===== src/rtl/sipo_deserializer.sv =====
// Serial-in/parallel-out deserializer: assembles WIDTH qualified bits into a word,
// presents it on a registered output with valid/ready handshake and sticky overrun.
module sipo_deserializer #(
    parameter int WIDTH     = 4,
    parameter bit MSB_FIRST = 1'b1,
    parameter int CW        = $clog2(WIDTH)
) (
    input  logic             clk,
    input  logic             rst,
    input  logic             clear,
    input  logic             d,
    input  logic             d_valid,
    output logic [WIDTH-1:0] o,
    output logic             o_valid,
    input  logic             o_ready,
    output logic [CW-1:0]    bit_cnt,
    output logic             overrun
);

    localparam logic [CW-1:0] LAST_BIT = CW'(WIDTH - 1);

    logic [WIDTH-1:0] sh_p0;
    logic [WIDTH-1:0] sh_next;
    logic             word_done;
    logic             out_free;

    function automatic logic [WIDTH-1:0] shift_in(input logic [WIDTH-1:0] cur,
                                                   input logic             bit_in);
        if (MSB_FIRST)
            return {cur[WIDTH-2:0], bit_in};
        else
            return {bit_in, cur[WIDTH-1:1]};
    endfunction

    assign sh_next   = shift_in(sh_p0, d);
    assign word_done = d_valid && (bit_cnt == LAST_BIT);
    // The holding register may take a new word if empty or being drained this edge.
    assign out_free  = !o_valid || o_ready;

    // Stage p0: partial-word assembly
    always_ff @(posedge clk or posedge rst) begin
        if (rst) begin
            sh_p0   <= '0;
            bit_cnt <= '0;
        end else if (clear) begin
            sh_p0   <= '0;
            bit_cnt <= '0;
        end else if (d_valid) begin
            sh_p0   <= sh_next;
            bit_cnt <= word_done ? '0 : bit_cnt + CW'(1);
        end
    end

    // Stage p1: output holding register and handshake
    always_ff @(posedge clk or posedge rst) begin
        if (rst) begin
            o       <= '0;
            o_valid <= 1'b0;
            overrun <= 1'b0;
        end else if (clear) begin
            o_valid <= 1'b0;
            overrun <= 1'b0;
        end else if (word_done) begin
            if (out_free) begin
                o       <= sh_next;
                o_valid <= 1'b1;
            end else begin
                overrun <= 1'b1;
            end
        end else if (o_valid && o_ready) begin
            o_valid <= 1'b0;
        end
    end

endmodule


===== config.mk =====
export PLATFORM = sky130hd
export DESIGN_NAME = sipo_deserializer
export DESIGN_NICKNAME = d
export VERILOG_FILES = /design/src/rtl/sipo_deserializer.sv
export SDC_FILE = /design/constraint.sdc
export NUM_CORES = 1
export LEC_CHECK = 0
export ABC_AREA = 1
export CAP_MARGIN = 20
export CORE_AREA = 5 5 42 44
export DETAILED_ROUTE_END_ITERATION = 7
export DIE_AREA = 0 0 47 49
export SYNTH_ARGS = -nofsm -noshare
export SYNTH_HDL_FRONTEND = slang
export SYNTH_SLANG_ARGS = --single-unit

===== constraint.sdc =====
create_clock -name clk -period 1.2 [get_ports clk]
set_clock_uncertainty 0.1 [all_clocks]
set_input_delay 0.18 -clock clk [delete_from_list [all_inputs] [get_ports clk]]
set_output_delay 0.18 -clock clk [all_outputs]
set_load 0.05 [all_outputs]

==> metrics, run 1 <==
most frequent cell after synthesis=nand2_1; Vias/cell=around 4.6; status=complete, but fails checks; 1st-pass router iterations=4; Achievable Freq=815 MHz; cell taking the most area after synthesis=dfrtp_1; IO buf count=13; Setup CP Type=flip-flop to output port; CTS max path bufs=2; Hold Fails Final Rpt=0; number of max-slew violations in the final report=0; CP cell instances=buf_6 -> buf_12; Max VDD drop=around 0.58 mV; max_cap viols=0; Die X=47 um; post-detail-place hpwl=~780 um; Remaining DRCs=0; H-Tree Depth=1; Tot Pwr=approximately 840 uW; IO Count=14; most instantiated cells after synthesis=nand2_1 (16), dfrtp_1 (11), nand3_1 (7), inv_1 (6), o21ai_1 (3); Via Count=about 400; final net count=80; post-route setup TNS=-0.0490 ns; ys async rst share=between 90% and 100%; initial core utilization=roughly a third; WL/cell=~11 um; Post-synth EDFFs=0; core area=roughly 1400 sq um; buffers plus inverters on the worst setup path=2; RSZ-0062 raised after global routing=yes; global placement routability congestion=just under 0.7; Initial DRC Count=5; vias in the first global route=429; die area=about 2300 sq um; Post-Synthesis Net Count=57; Synth-to-Final Area Change=68.4%; Slew @ Worst Pin=approximately 0.4 ns; post-route ant nets=0; Startpoint Class=flip-flop; synthesized area=roughly 460 sq um; Synth Area per Inst=9.18 sq um; first-pass GRT wire length=around 1.7 mm; GRT Util Overall=~10%; Skew-Pair Late Insertion Delay=0.26 ns; Tcrit/Tclk final=102%; Hold WS=a little over 0.1 ns; Max Fanout on Critical Path=2; cell row count=14; GRT overflow=0; CP peak stage delay=~0.42 ns; dpl cell area=722 sq um; layout cell share with drive strength beyond 1=about a third; root buffer cell=clkbuf_4; flops & latches, synth=11; Synth Flop Type=dfrtp_1; post-route minimum period=approximately 1.2 ns; Routed WL=942 um; critical path endpoint category=output port; slowest CP cell=dfrtp_2; PwrDens=between 1000 and 1500 nW/um^2; Pleak=between 0.0003 and 0.0004 uW; violated checks=setup timing; Hold-fix buffers, CTS=0; Yosys top cell area share=between 50 and 60%; Worst Hold Class=input port to async pin; Final Non-Filler Cells=a little under 90; Seq/Total Area, Yosys=59.9%; initial antenna violation count=0; Syn Inst Count=50; maximum number of pins on one net before global-route repair=12; clock slew at reported path FFs=roughly 0.070 ns; leading post-synthesis cells by cell area=dfrtp_1 (60%), nand2_1 (13%), nand3_1 (7.6%), inv_1 (4.9%), o21ai_1 (3.3%); Die Y=49 um; antenna cells=0; crit-path leading delay family=flip-flops; Setup violations, final=2; placed instance count=83; Ys Warns=0; Synth cell types=11; Relative slew margins=~73%; Arr. time, crit path=0.95 ns; Sinks on Clock Net=11; worst setup margin=-0.0266 ns; CTS tree=built; Worst Path Required=about 0.92 ns; Non-Filler Cell Area, Final=773 sq um; Num CTS Buffers=3
kinds of logic after synthesis:
group | synth area share, %
flops | 59.9
simple gates | 26.7
buf+inv | 4.90
fa+ha+maj | 2.72
compound gates | 5.72
registers in the layout, indices dropped and copies added (netlist names):
register,count
o_valid,1
overrun,1
bit_cnt,2
sh_p0,3
o,4
metrics by stage:
stage	setup WS, ns	util [%]
floorplan	-0.116	-
global placement	-0.151	51.5
detailed placement	-0.181	51.5
CTS	-0.0271	53.9
global route	-0.0895	55.2
finish	-0.0266	55.2
what timing repair did:
item,CTS,global route
pin swaps,0,1
setup endpoints to repair,2,7
buffers inserted,0,1
resized for setup,2,3
layout by cell type (no fill, tap or decap), types with 2 or more instances in the layout:
cell,instances
o21ai_1,3
clkdlybuf4s50_1,5
dfrtp_2,2
nand2_2,2
buf_4,3
buf_6,2
clkbuf_4,3
inv_1,6
dfrtp_1,9
nand2_1,15
buf_12,8
nand3_1,7
path summary, 6_finish.rpt:
check | startpoint | end | slack, ns | cells after the start
setup reg to reg | bit_cnt[1] | o[2] | 0 | 6
max in group asynchronous | rst | bit_cnt[0] | 0.60 | 2
min in group clk | sh_p0[2] | sh_p0[2] | 0.41 | 2
hold / removal | rst | o_valid | 0.10 | 2
hold reg to reg | sh_p0[2] | sh_p0[2] | 0.41 | 2
setup / recovery | bit_cnt[1] | bit_cnt[1] | -0.03 | 2
worst reg2reg max path, stage by stage (launching register included):
cell	delay, ns
dfrtp_2	0.38
ha_2	0.17
nand2_2	0.07
nor2_4	0.16
buf_4	0.13
nand3_1	0.05
nand2_1	0.06
final cells by class:
type / instances / area (sq um)
inverters: 6 / 22.5
fillers: 134 / 628
flip-flops and latches: 11 / 278
clock buffers: 4 / 26.3
well taps: 16 / 20.0
multi-input cells: 33 / 171
repair buffers: 18 / 255
routing by layer:
metal / track usage [%] / routed length [um] / vias up
met5: 0 / 0 / -
met4: 4.15 / 0 / 0
met3: 3.69 / 77 / 0
met2: 14.9 / 471 / 12
met1: 13.5 / 393 / 193
li1: - / - / 202
report_power, final:
group,total [uW],internal (uW),switching [uW]
sequential,407,390,17.1
combinational,191,93.8,97.5
clock,241,128,113
total,839,612,228
Note: power is estimated with default switching activity, not from simulation.
==> run 2, diff against run 1 <==
--- a/config.mk
+++ b/config.mk
@@ -10,6 +10,7 @@
 export CORE_AREA = 5 5 42 44
 export DETAILED_ROUTE_END_ITERATION = 7
 export DIE_AREA = 0 0 47 49
+export GPL_TIMING_DRIVEN = 0
 export SYNTH_ARGS = -nofsm -noshare
 export SYNTH_HDL_FRONTEND = slang
 export SYNTH_SLANG_ARGS = --single-unit
==> run 2 against run 1 <==
Compared with the run above:
- the flow now finishes without violations
- setup slack improved by 0.050 ns
- sequential cell count is the same
- combinational power fell by 27%
- fmax rose by 4.2%
- sequential share of layout area rose by 6.7 points
- clock-buffer cell count did not move
- critical path type unchanged
- critical endpoint unchanged
- largest cell class unchanged
- largest power group unchanged
- highest routed layer is now met4
==> metrics, run 2 (synthesized netlist as in run 1, its figures left out) <==
status=completed (was complete, but fails checks); WL/cell=11.0 um (was 10.7 um); buffers plus inverters on the worst setup path=1 (was 2); Slew @ Worst Pin=0.415 ns (was 0.398 ns); Vias/cell=4.46 (was 4.63); 1st-pass router iterations=4 (unchanged); final net count=77 (was 80); IO Count=14 (unchanged); cell row count=14 (unchanged); Relative slew margins=72.3% (was 73.5%); core area=1400 sq um (unchanged); worst setup path start=bit_cnt[1] (unchanged); filler instances=155 (was 134); most flop-heavy register=o (unchanged); root buffer cell=clkbuf_4 (unchanged); CP cell instances=buf_4 (was buf_6 -> buf_12); Setup CP Type=flip-flop to output port (unchanged); post-route ant nets=0 (unchanged); RSZ-0062 raised after global routing=yes (unchanged); CP endpoint=bit_cnt[1] (unchanged); Startpoint Class=flip-flop (unchanged); Via Count=379 (was 407); CP peak stage delay=0.43 ns (was 0.42 ns); number of max-slew violations in the final report=0 (unchanged); Achievable Freq=850 MHz (was 815 MHz); Post-Place Setup Slack=-0.260 ns (was -0.181 ns); post-detail-place hpwl=685 um (was 781 um); Max Fanout on Critical Path=3 (was 2); vias in the first global route=330 (was 429); Remaining DRCs=0 (unchanged); Reg2Reg Depth=6 (unchanged); die area=2300 sq um (unchanged); Hold Fails Final Rpt=0 (unchanged); Final Non-Filler Cells=85 (was 88); Die Y=49 um (unchanged); maximum number of pins on one net before global-route repair=12 (unchanged); GRT Util Overall=8.46% (was 10.3%); Skew-Pair Late Insertion Delay=0.26 ns (about the same); PwrDens=1210 nW/um^2 (was 1090 nW/um^2); Non-Filler Cell Area, Final=652 sq um (was 773 sq um); post-route minimum period=1.18 ns (was 1.23 ns); initial core utilization=32.8% (unchanged); RR Endpoint=o[2] (unchanged); Initial DRC Count=3 (was 5); initial antenna violation count=0 (unchanged); worst setup margin=0.0232 ns (was -0.0266 ns); IO buf count=13 (unchanged); Pleak=0.000341 uW (was 0.000372 uW); clock slew at reported path FFs=0.07 ns (about the same); GRT overflow=0 (unchanged); worst reg2reg setup slack=0.03 ns (was 0 ns); Regs by FF count=o: 4 flops, sh_p0: 3 flops, bit_cnt: 2 flops (unchanged); Arr. time, crit path=0.90 ns (was 0.95 ns); layout cell share with drive strength beyond 1=29.0% (was 31.9%); crit-path leading delay family=flip-flops (unchanged); CTS tree=built (unchanged); Largest register FFs=4 (unchanged); multi-input logic area=186 sq um (was 171 sq um); Tcrit/Tclk final=98.1% (was 102%); global placement routability congestion=0.747 (was 0.692); H-Tree Depth=1 (unchanged); Num CTS Buffers=3 (unchanged); Setup violations, final=0 (was 2); Worst Hold Class=input port to async pin (unchanged); critical path endpoint category=output port (unchanged); max_cap viols=0 (unchanged); Worst Path Required=0.92 ns (about the same); CTS max path bufs=2 (unchanged); Synth-to-Final Area Change=42.0% (was 68.4%); Routed WL=933 um (was 942 um); worst flop-to-flop path startpoint=bit_cnt[1] (unchanged); most frequent cells in the layout=nand2_1 (15), dfrtp_1 (9), nand3_1 (7) (was nand2_1 (15), dfrtp_1 (9), buf_12 (8)); most common cell after layout, fill and taps aside=nand2_1 (unchanged); Sinks on Clock Net=11 (unchanged); dpl cell area=612 sq um (was 722 sq um); register area=278 sq um (unchanged); first-pass GRT wire length=1.40 mm (was 1.72 mm); placed instance count=79 (was 83); Hold-fix buffers, CTS=0 (unchanged); slowest CP cell=dfrtp_2 (unchanged); CP Depth=1 (was 2); Max VDD drop=0.531 mV (was 0.579 mV); Die X=47 um (unchanged); antenna cells=0 (unchanged)
==> run 2: cell count changes in the layout (fill, tap and decap cells not counted) <==
cell | before | now
buf_12 | 8 | 0
buf_2 | 0 | 4
clkbuf_4 | 3 | 5
buf_6 | 2 | 1
ha_2 | 1 | 0
ha_4 | 0 | 1
nand2_2 | 2 | 1
nand2_4 | 1 | 2
==> run 2: area by class of cell <==
type	instances	area share (%)
Multi-Input combinational cell	33	28.6
Clock buffer	4	4.03
Tap cell	16	3.07
Inverter	6	3.45
Timing Repair Buffer	15	18.2
Sequential cell	11	42.6
==> run 2: worst min-delay path by stage <==
| stage | from | endpoint | cells past startpoint |
|---|---|---|---|
| 2_1_floorplan | rst | o[0] | 1 |
| 3_3_place_gp | o[1] | o[1] | 2 |
| 3_5_place_dp | o[2] | o[2] | 2 |
| 4_1_cts | rst | o_valid | 2 |
| 5_1_grt | rst | o[0] | 2 |
| 6_report | rst | o_valid | 2 |
==> run 2: metal layers <==
layer / GRT usage (%) / up-vias / wire (um)
met1: 11.6 / 167 / 428
met5: 0 / - / 0
met2: 10.6 / 10 / 422
li1: - / 200 / -
met3: 2.21 / 2 / 68
met4: 6.91 / 0 / 14
==> run 2: report_power, final <==
| group | total, uW | switching (uW) | internal, uW |
|---|---|---|---|
| logic | 139 | 92.3 | 47.1 |
| clock network | 249 | 120 | 128 |
| registers | 403 | 13.8 | 390 |
| total | 791 | 226 | 565 |
==> run 2: per-stage QoR <==
| step | TNS, ns | utilization, % | hold WS (ns) | total power (uW) |
|---|---|---|---|---|
| 2_1_floorplan | -0.492 | - | -0.0677 | 490 |
| 3_3_place_gp | -3.12 | 43.7 | 0.355 | 548 |
| 3_5_place_dp | -3.23 | 43.7 | 0.362 | 550 |
| 4_1_cts | -0.000761 | 42.9 | 0.121 | 790 |
| 5_1_grt | -0.0801 | 46.5 | 0.139 | 827 |
| 6_report | 0 | 46.5 | 0.103 | 791 |
==> run 2: timing repair <==
item / in CTS / in global routing
pin swaps: 0 / 5
setup buffers: 0 / 2
resized for setup: 41 / 10
endpoints found under the setup margin: 8 / 8
